===== src/rtl/lsu_master.sv =====
// MEM-stage load/store unit: turns pipeline ops into word-aligned bus
// transactions, stalls until the bus responds, returns extended load data.
module lsu_master #(
  parameter int WIDTH   = 32,
  parameter int TIMEOUT = 16
) (
  input  logic             clk,
  input  logic             rst_n,
  input  logic             mem_read,
  input  logic             mem_write,
  input  logic [2:0]       funct3,
  input  logic [WIDTH-1:0] addr,
  input  logic [WIDTH-1:0] wdata,
  output logic             stall,
  output logic [WIDTH-1:0] rdata,
  output logic             err,
  output logic             mem_req,
  output logic             mem_we,
  output logic [WIDTH-1:0] mem_addr,
  output logic [WIDTH-1:0] mem_wdata,
  output logic [3:0]       mem_be,
  input  logic             mem_gnt,
  input  logic             mem_rvalid,
  input  logic [WIDTH-1:0] mem_rdata
);

  typedef enum logic [1:0] {IDLE, REQ, WAIT, DONE} state_t;

  localparam int CW = (TIMEOUT > 2) ? $clog2(TIMEOUT) : 1;
  localparam int TM = (TIMEOUT == 0) ? 0 : TIMEOUT - 1;
  localparam logic [CW-1:0] TMAX = TM[CW-1:0];

  state_t          state;
  logic [CW-1:0]   cnt;
  logic [2:0]      op_f3;
  logic [1:0]      op_lo;

  logic             present;
  logic             both;
  logic             bad_f3;
  logic             misal;
  logic             legal;
  logic             tmo;
  logic [3:0]       be;
  logic [WIDTH-1:0] wd;
  logic [WIDTH-1:0] sh;
  logic [7:0]       b;
  logic [15:0]      h;
  logic [WIDTH-1:0] ext;

  always_comb begin
    present = mem_read ^ mem_write;
    both    = mem_read & mem_write;
    if (mem_read)
      bad_f3 = funct3 inside {3'b011, 3'b110, 3'b111};
    else
      bad_f3 = !(funct3 inside {3'b000, 3'b001, 3'b010});
    misal = (funct3[1:0] == 2'b01 && addr[0]) ||
            (funct3[1:0] == 2'b10 && addr[1:0] != 2'b00);
    legal = present && !bad_f3 && !misal;
  end

  // rvalid has priority over an expiring timeout
  assign tmo = (TIMEOUT != 0) && state == WAIT &&
               !mem_rvalid && cnt == TMAX;

  assign stall = (state == IDLE && legal) ||
                 state == REQ || state == WAIT;

  assign err = (state == IDLE &&
                (both || (present && (bad_f3 || misal)))) || tmo;

  always_comb begin
    be = 4'b1111;
    wd = wdata;
    unique case (funct3[1:0])
      2'b00: begin
        be = 4'b0001 << addr[1:0];
        wd = {4{wdata[7:0]}};
      end
      2'b01: begin
        be = addr[1] ? 4'b1100 : 4'b0011;
        wd = {2{wdata[15:0]}};
      end
      default: begin
        be = 4'b1111;
        wd = wdata;
      end
    endcase
  end

  always_comb begin
    sh  = mem_rdata >> {op_lo, 3'b000};
    b   = sh[7:0];
    h   = op_lo[1] ? mem_rdata[31:16] : mem_rdata[15:0];
    ext = mem_rdata;
    unique case (op_f3)
      3'b000:  ext = {{24{b[7]}}, b};
      3'b100:  ext = {24'b0, b};
      3'b001:  ext = {{16{h[15]}}, h};
      3'b101:  ext = {16'b0, h};
      default: ext = mem_rdata;
    endcase
  end

  always_ff @(posedge clk) begin
    if (!rst_n) begin
      state     <= IDLE;
      cnt       <= '0;
      op_f3     <= '0;
      op_lo     <= '0;
      mem_req   <= 1'b0;
      mem_we    <= 1'b0;
      mem_addr  <= '0;
      mem_wdata <= '0;
      mem_be    <= '0;
      rdata     <= '0;
    end else begin
      unique case (state)
        IDLE: begin
          if (legal) begin
            mem_addr  <= {addr[WIDTH-1:2], 2'b00};
            mem_we    <= mem_write;
            mem_be    <= be;
            mem_wdata <= mem_write ? wd : '0;
            op_f3     <= funct3;
            op_lo     <= addr[1:0];
            mem_req   <= 1'b1;
            state     <= REQ;
          end
        end
        REQ: begin
          if (mem_gnt) begin
            mem_req <= 1'b0;
            cnt     <= '0;
            state   <= mem_we ? DONE : WAIT;
          end
        end
        WAIT: begin
          cnt <= cnt + 1'b1;
          if (mem_rvalid) begin
            rdata <= ext;
            state <= DONE;
          end else if (tmo) begin
            state <= IDLE;
          end
        end
        default: state <= IDLE;
      endcase
    end
  end

endmodule


===== config.mk =====
export PLATFORM = sky130hd
export DESIGN_NAME = lsu_master
export DESIGN_NICKNAME = d
export VERILOG_FILES = /design/src/rtl/lsu_master.sv
export SDC_FILE = /design/constraint.sdc
export NUM_CORES = 1
export LEC_CHECK = 0
export BUFFER_PORTS_ARGS = -buffer_cell sky130_fd_sc_hd__buf_4
export CAP_MARGIN = 5
export CORE_MARGIN = 2
export CORE_UTILIZATION = 51
export CTS_BUF_LIST = sky130_fd_sc_hd__clkbuf_4
export DETAILED_ROUTE_END_ITERATION = 7
export PLACE_DENSITY = 0.95
export SETUP_SLACK_MARGIN = 0.02
export SLEW_MARGIN = 20
export SYNTH_ARGS = -nofsm -noshare
export SYNTH_HDL_FRONTEND = slang
export SYNTH_SLANG_ARGS = --single-unit

===== constraint.sdc =====
create_clock -name clk -period 2 [get_ports clk]
set_input_delay 0.4 -clock clk [delete_from_list [all_inputs] [get_ports clk]]
set_output_delay 0.4 -clock clk [all_outputs]
set_load 0.005 [all_outputs]

* Word level (Yosys, flattened, before mapping) *
Cells that the tools add are included.

storage, ports and cells
  register bits after elaboration = 111
  input port bits = 105
  word-level logic and storage cells = 82

cells by class
  add/sub/neg operators = 1
  equality and inequality tests = 16
  shift-type cells = 2
  mux-type cells = 18
  bitwise logic cells = 2
  reductions and logical operators = 33

operator list
  operator                                                                count
  32-bit one-hot mux with 4 select lines                                  1
  32-bit one-hot mux with 2 select lines                                  1
  32-bit 2-to-1 mux                                                       1
  32-bit by 5-bit >> shifter with 8-bit output                            1
  16-bit 2-to-1 mux                                                       1
  4-bit one-hot mux with 2 select lines                                   2
  3-bit equality test (second input constant)                             4
  1-bit logical AND                                                       9
  2-bit 2-to-1 mux                                                        4
  4-bit 2-to-1 mux                                                        2
  3-bit by 1-bit equality test with 1-bit output (second input constant)  2
  3-bit by 2-bit equality test with 1-bit output (second input constant)  2
  3-bit zero test                                                         2
  1-bit logical OR                                                        6
  2-bit one-hot mux with 3 select lines                                   1
  2-bit AND reduction                                                     3
  3-bit AND reduction                                                     2
  2-bit nonzero test                                                      3
  3-bit nonzero test                                                      2
  4-bit by 1-bit adder with 4-bit output (second input constant)          1
  2-bit by 1-bit equality test with 1-bit output (second input constant)  2
  2-bit equality test (second input constant)                             2
  4-bit equality test (second input constant)                             1
  1-bit zero test                                                         4
  other kinds (8)                                                         13

* Longest topological paths before layout *
  word-level depth = 10
  gate-level depth with buffers = 7

* Least setup slack after synthesis *
No wires, ideal clock.

  path kind = in2reg
  start = in mem_read
  end = reg mem_wdata[25]
  data arrival time = 1511 ps
  required time = 1928 ps
  setup slack = 417 ps
  stages on the path = 6
  buffers on the path = 2
  cells stage by stage = ha_1 inv_1 nor4_2 buf_4 buf_6 mux2i_1

between the ends
  longest elaborated chain between the ends = 5
  elaborated cells between the ends (all ways) = 6
  classes of those cells = mux: 1; bitwise: 1; reduce/logical: 4

RTL lines
  element                                 line  source
  start: declaration                      9     input logic mem_read,
  1-bit 2-to-1 mux                        54    if (mem_read)
  1-bit zero test                         60    legal = present && !bad_f3 && !misal;
  1-bit logical AND * (2 in a row)        60
  2-bit AND reduction (no source line) *  n/a
  end signal: assignment                  125   mem_wdata <= mem_write ? wd : '0;
  end: declaration                        20    output logic [WIDTH-1:0] mem_wdata,

Mark *: on every way between the ends. The rest lies on a longest branch, timed or not.
A chain may end at the register's enable or synchronous reset.

* Worst setup path in the final report *
  start = reg cnt[0]
  end = out err

between the ends
  longest elaborated chain between the ends = 3

RTL lines
  element                   line  source
  start: declaration        34    logic [CW-1:0] cnt;
  start signal: assignment  140   cnt <= cnt + 1'b1;
  4-bit equality test       65    !mem_rvalid && cnt == TMAX;
  1-bit logical AND         65
  1-bit logical OR          71    (both || (present && (bad_f3 || misal)))) || tmo;
  end: declaration          16    output logic err,

Every way passes these cells.

==> flow_metrics.tcl <==
set metrics [dict create \
    setup-tns-final_ps 0 \
    antenna_violations_before_repair 0 \
    synth_cell_type_count 47 \
    max_fo_critical_path 3 \
    rows 37 \
    power.density_cell_area_nw_per_um2 618 \
    final_nets 908 \
    grt_setup_unrepaired "no" \
    ys_top_cells_by_area "sky130_fd_sc_hd__dfxtp_1, sky130_fd_sc_hd__mux2i_1, sky130_fd_sc_hd__nand2_1, sky130_fd_sc_hd__mux2_2, sky130_fd_sc_hd__a21oi_1" \
    drv_cap 0 \
    average_wire_per_cell_in_the_routed_design_um 16.2 \
    timing.final.ws_setup_ps 111 \
    ratio_of_cells_with_drive_above_1_in_the_final_layout_pct 35.1 \
    clkSlewWorstSetupHoldPaths_ps 190 \
    synth_largest_type_area_fraction_pct 41.5 \
    hold_path_startpoint "addr[13]" \
    worst_path_largest_cell_delay_ps 410 \
    cp.depth 5 \
    port-buffer-count 206 \
    synthesis.area_um2 5360 \
    finalHoldViolCount 0 \
    crit_buf_inv 1 \
    syn_avg_cell_area_um2 8.71 \
    dr.pass1.iters 4 \
    clock-root-buffer "sky130_fd_sc_hd__clkbuf_4" \
    gpl.final_weighted_congestion 0.837 \
    synth.ff_latch_count 111 \
    ios 209 \
    leading_cell_type_by_number_of_instances_after_synthesis "sky130_fd_sc_hd__nand2_1" \
    die_area_um2 11300 \
    fmax_ghz 0.530 \
    grtUsageTotal_pct 26.1 \
    r2r_cells 5 \
    post_synth_inst_count 615 \
    htree_levels 3 \
    finalCritPeriodShare_pct 94.4 \
    cp_startpoint_kind "flop" \
    core_region_area_um2 10300 \
    static-leakage-power_nw 3.08 \
    run_status "complete, no violations" \
    synth_enable_flop_cells 0 \
    initial_core_util_pct 52.1 \
    worst_ep_arrival_time_ps 1490 \
    first_iter_violations 326 \
    numClockSinks 111 \
    worst_hold_path_type "in -> reg" \
    clkLatencyLatePin_ps 450 \
    dpl.hpwl_mm 11.3 \
    vias_per_cell 5.39 \
    synth.top_cells.by_count "sky130_fd_sc_hd__nand2_1, sky130_fd_sc_hd__dfxtp_1, sky130_fd_sc_hd__mux2i_1, sky130_fd_sc_hd__a21oi_1, sky130_fd_sc_hd__clkbuf_1" \
    area_added_between_synthesis_and_finish_pct 35.3 \
    crit_slowest_cell "sky130_fd_sc_hd__dfxtp_4" \
    required_ps 1600 \
    timing.final.crit_period_ps 1890 \
    worst_setup_path_startpoint "cnt[0]" \
    synth_largest_area_cell "sky130_fd_sc_hd__dfxtp_1" \
    crit_type "reg -> out" \
    dp_slack_ps 85.0 \
    dr_total_vias 5077 \
    ys_async_sr_fraction_pct 0 \
    report.final.slew_viol_count 0 \
    ys_warn_count 0 \
    numCtsBuffers 9 \
    critPathTopFamily "flip-flops" \
    cts-root-to-sink-buffers 2 \
    fin_total_pwr_mw 4.48 \
    die_width_um 106 \
    route.antenna.remaining_nets 0 \
    worst_clock_skew_ps 19.0 \
    die_extent_in_y_um 106 \
    critical_path.endpoint_type "output pin" \
    grt_start_max_net_pins 92 \
    final-setup-viol-count 0 \
    postSynth.topFlopCell "sky130_fd_sc_hd__dfxtp_1" \
    drc_errors 0 \
    antenna_cells_inserted 0 \
    path_cells "ha_4, nand4b_1, nand2_1, nor3b_2, buf_4" \
    worst_ir_drop_vdd_mv 0.403 \
    grt_pass1_vias 4894 \
    tritoncts_clock_tree "done" \
    seq_area_frac_synth_pct 41.5 \
    globalRouteOverflowTotal 0 \
    critical_path.reg2reg.startpoint "op_lo[1]" \
    worstHoldPathCells 3 \
    grt_first_pass_wirelength_mm 23.8 \
    totalWireLength_mm 15.3 \
]
sequential cells by signal, summed over array words and instances, names as in the netlist:
register   flops
mem_we         1
mem_addr      30
op_lo          2
rdata         32
state          2
mem_req        1
mem_wdata     32
op_f3          3
cnt            4
mem_be         4
final cells by class:
class,instances,area [um2]
fill,811,3030
multi-input combinational,447,2870
sequential,111,2230
timing repair buffer,228,1810
tap,136,170
clock inverter,7,80.1
clock buffer,9,67.6
inverter,4,15.0
tightest hold or removal path, cell delays in order:
cell	delay, ps
sky130_fd_sc_hd__buf_4	110
sky130_fd_sc_hd__nand2_1	50
sky130_fd_sc_hd__mux2i_1	50
final timing paths:
| check | endpoint | slack (ps) |
|---|---|---|
| worst max-delay path | err | 110 |
| worst min-delay path | mem_addr[13] | 160 |
| worst max register to register | rdata[7] | 290 |
| worst min register to register | mem_addr[20] | 470 |
power by group:
group	switching, mW	total (mW)	internal [mW]
combinational	0.423	0.919	0.496
sequential	0.0648	2.37	2.31
clock	0.788	1.19	0.400
placed cells by master (no fill, tap or decap), types with 5 or more instances in the layout:
master and count:
sky130_fd_sc_hd__buf_4 220, sky130_fd_sc_hd__nand2_1 171, sky130_fd_sc_hd__dfxtp_1 107, sky130_fd_sc_hd__mux2i_1 84, sky130_fd_sc_hd__a21oi_1 40, sky130_fd_sc_hd__o21ai_0 29, sky130_fd_sc_hd__mux2_2 23, sky130_fd_sc_hd__o211ai_1 16
sky130_fd_sc_hd__nand3b_1 15, sky130_fd_sc_hd__nor2_1 11, sky130_fd_sc_hd__clkbuf_4 9, sky130_fd_sc_hd__nand2b_1 8, sky130_fd_sc_hd__buf_12 8, sky130_fd_sc_hd__a221oi_1 7, sky130_fd_sc_hd__and2_1 5
cells by family after synthesis:
group	synth area share (%)
AOI/OAI and AO/OA	12.2
DFF	41.5
muxes	21.0
buffers and inverters	5.49
other	0.0700
xor gates and xnor gates	0.327
and+or+nand+nor	19.0
adders and majority gates	0.467
through the flow:
step,cells,util (%),instance area (um2),hold WS (ps)
CTS,941,70.2,7220,149
floorplan,616,-,5360,448
detailed placement,925,68.7,7060,448
global route,942,70.5,7240,129
global placement,925,68.7,7060,442
finish,942,70.5,7240,163
metal layers:
metal,global-route usage (%),wire length [um]
met3,7.23,1270
met2,46.5,7610
met5,0,0
met1,30.7,6090
met4,7.33,325
repair_timing:
action / CTS / global route
setup buffers: 0 / 1
setup endpoints to repair: 1 / 2
pin swaps: 0 / 0
cloned: 0 / 0
gates resized for setup: 3 / 5
hold buffers: 0 / 0
Note: power is estimated with default switching activity, not from simulation.
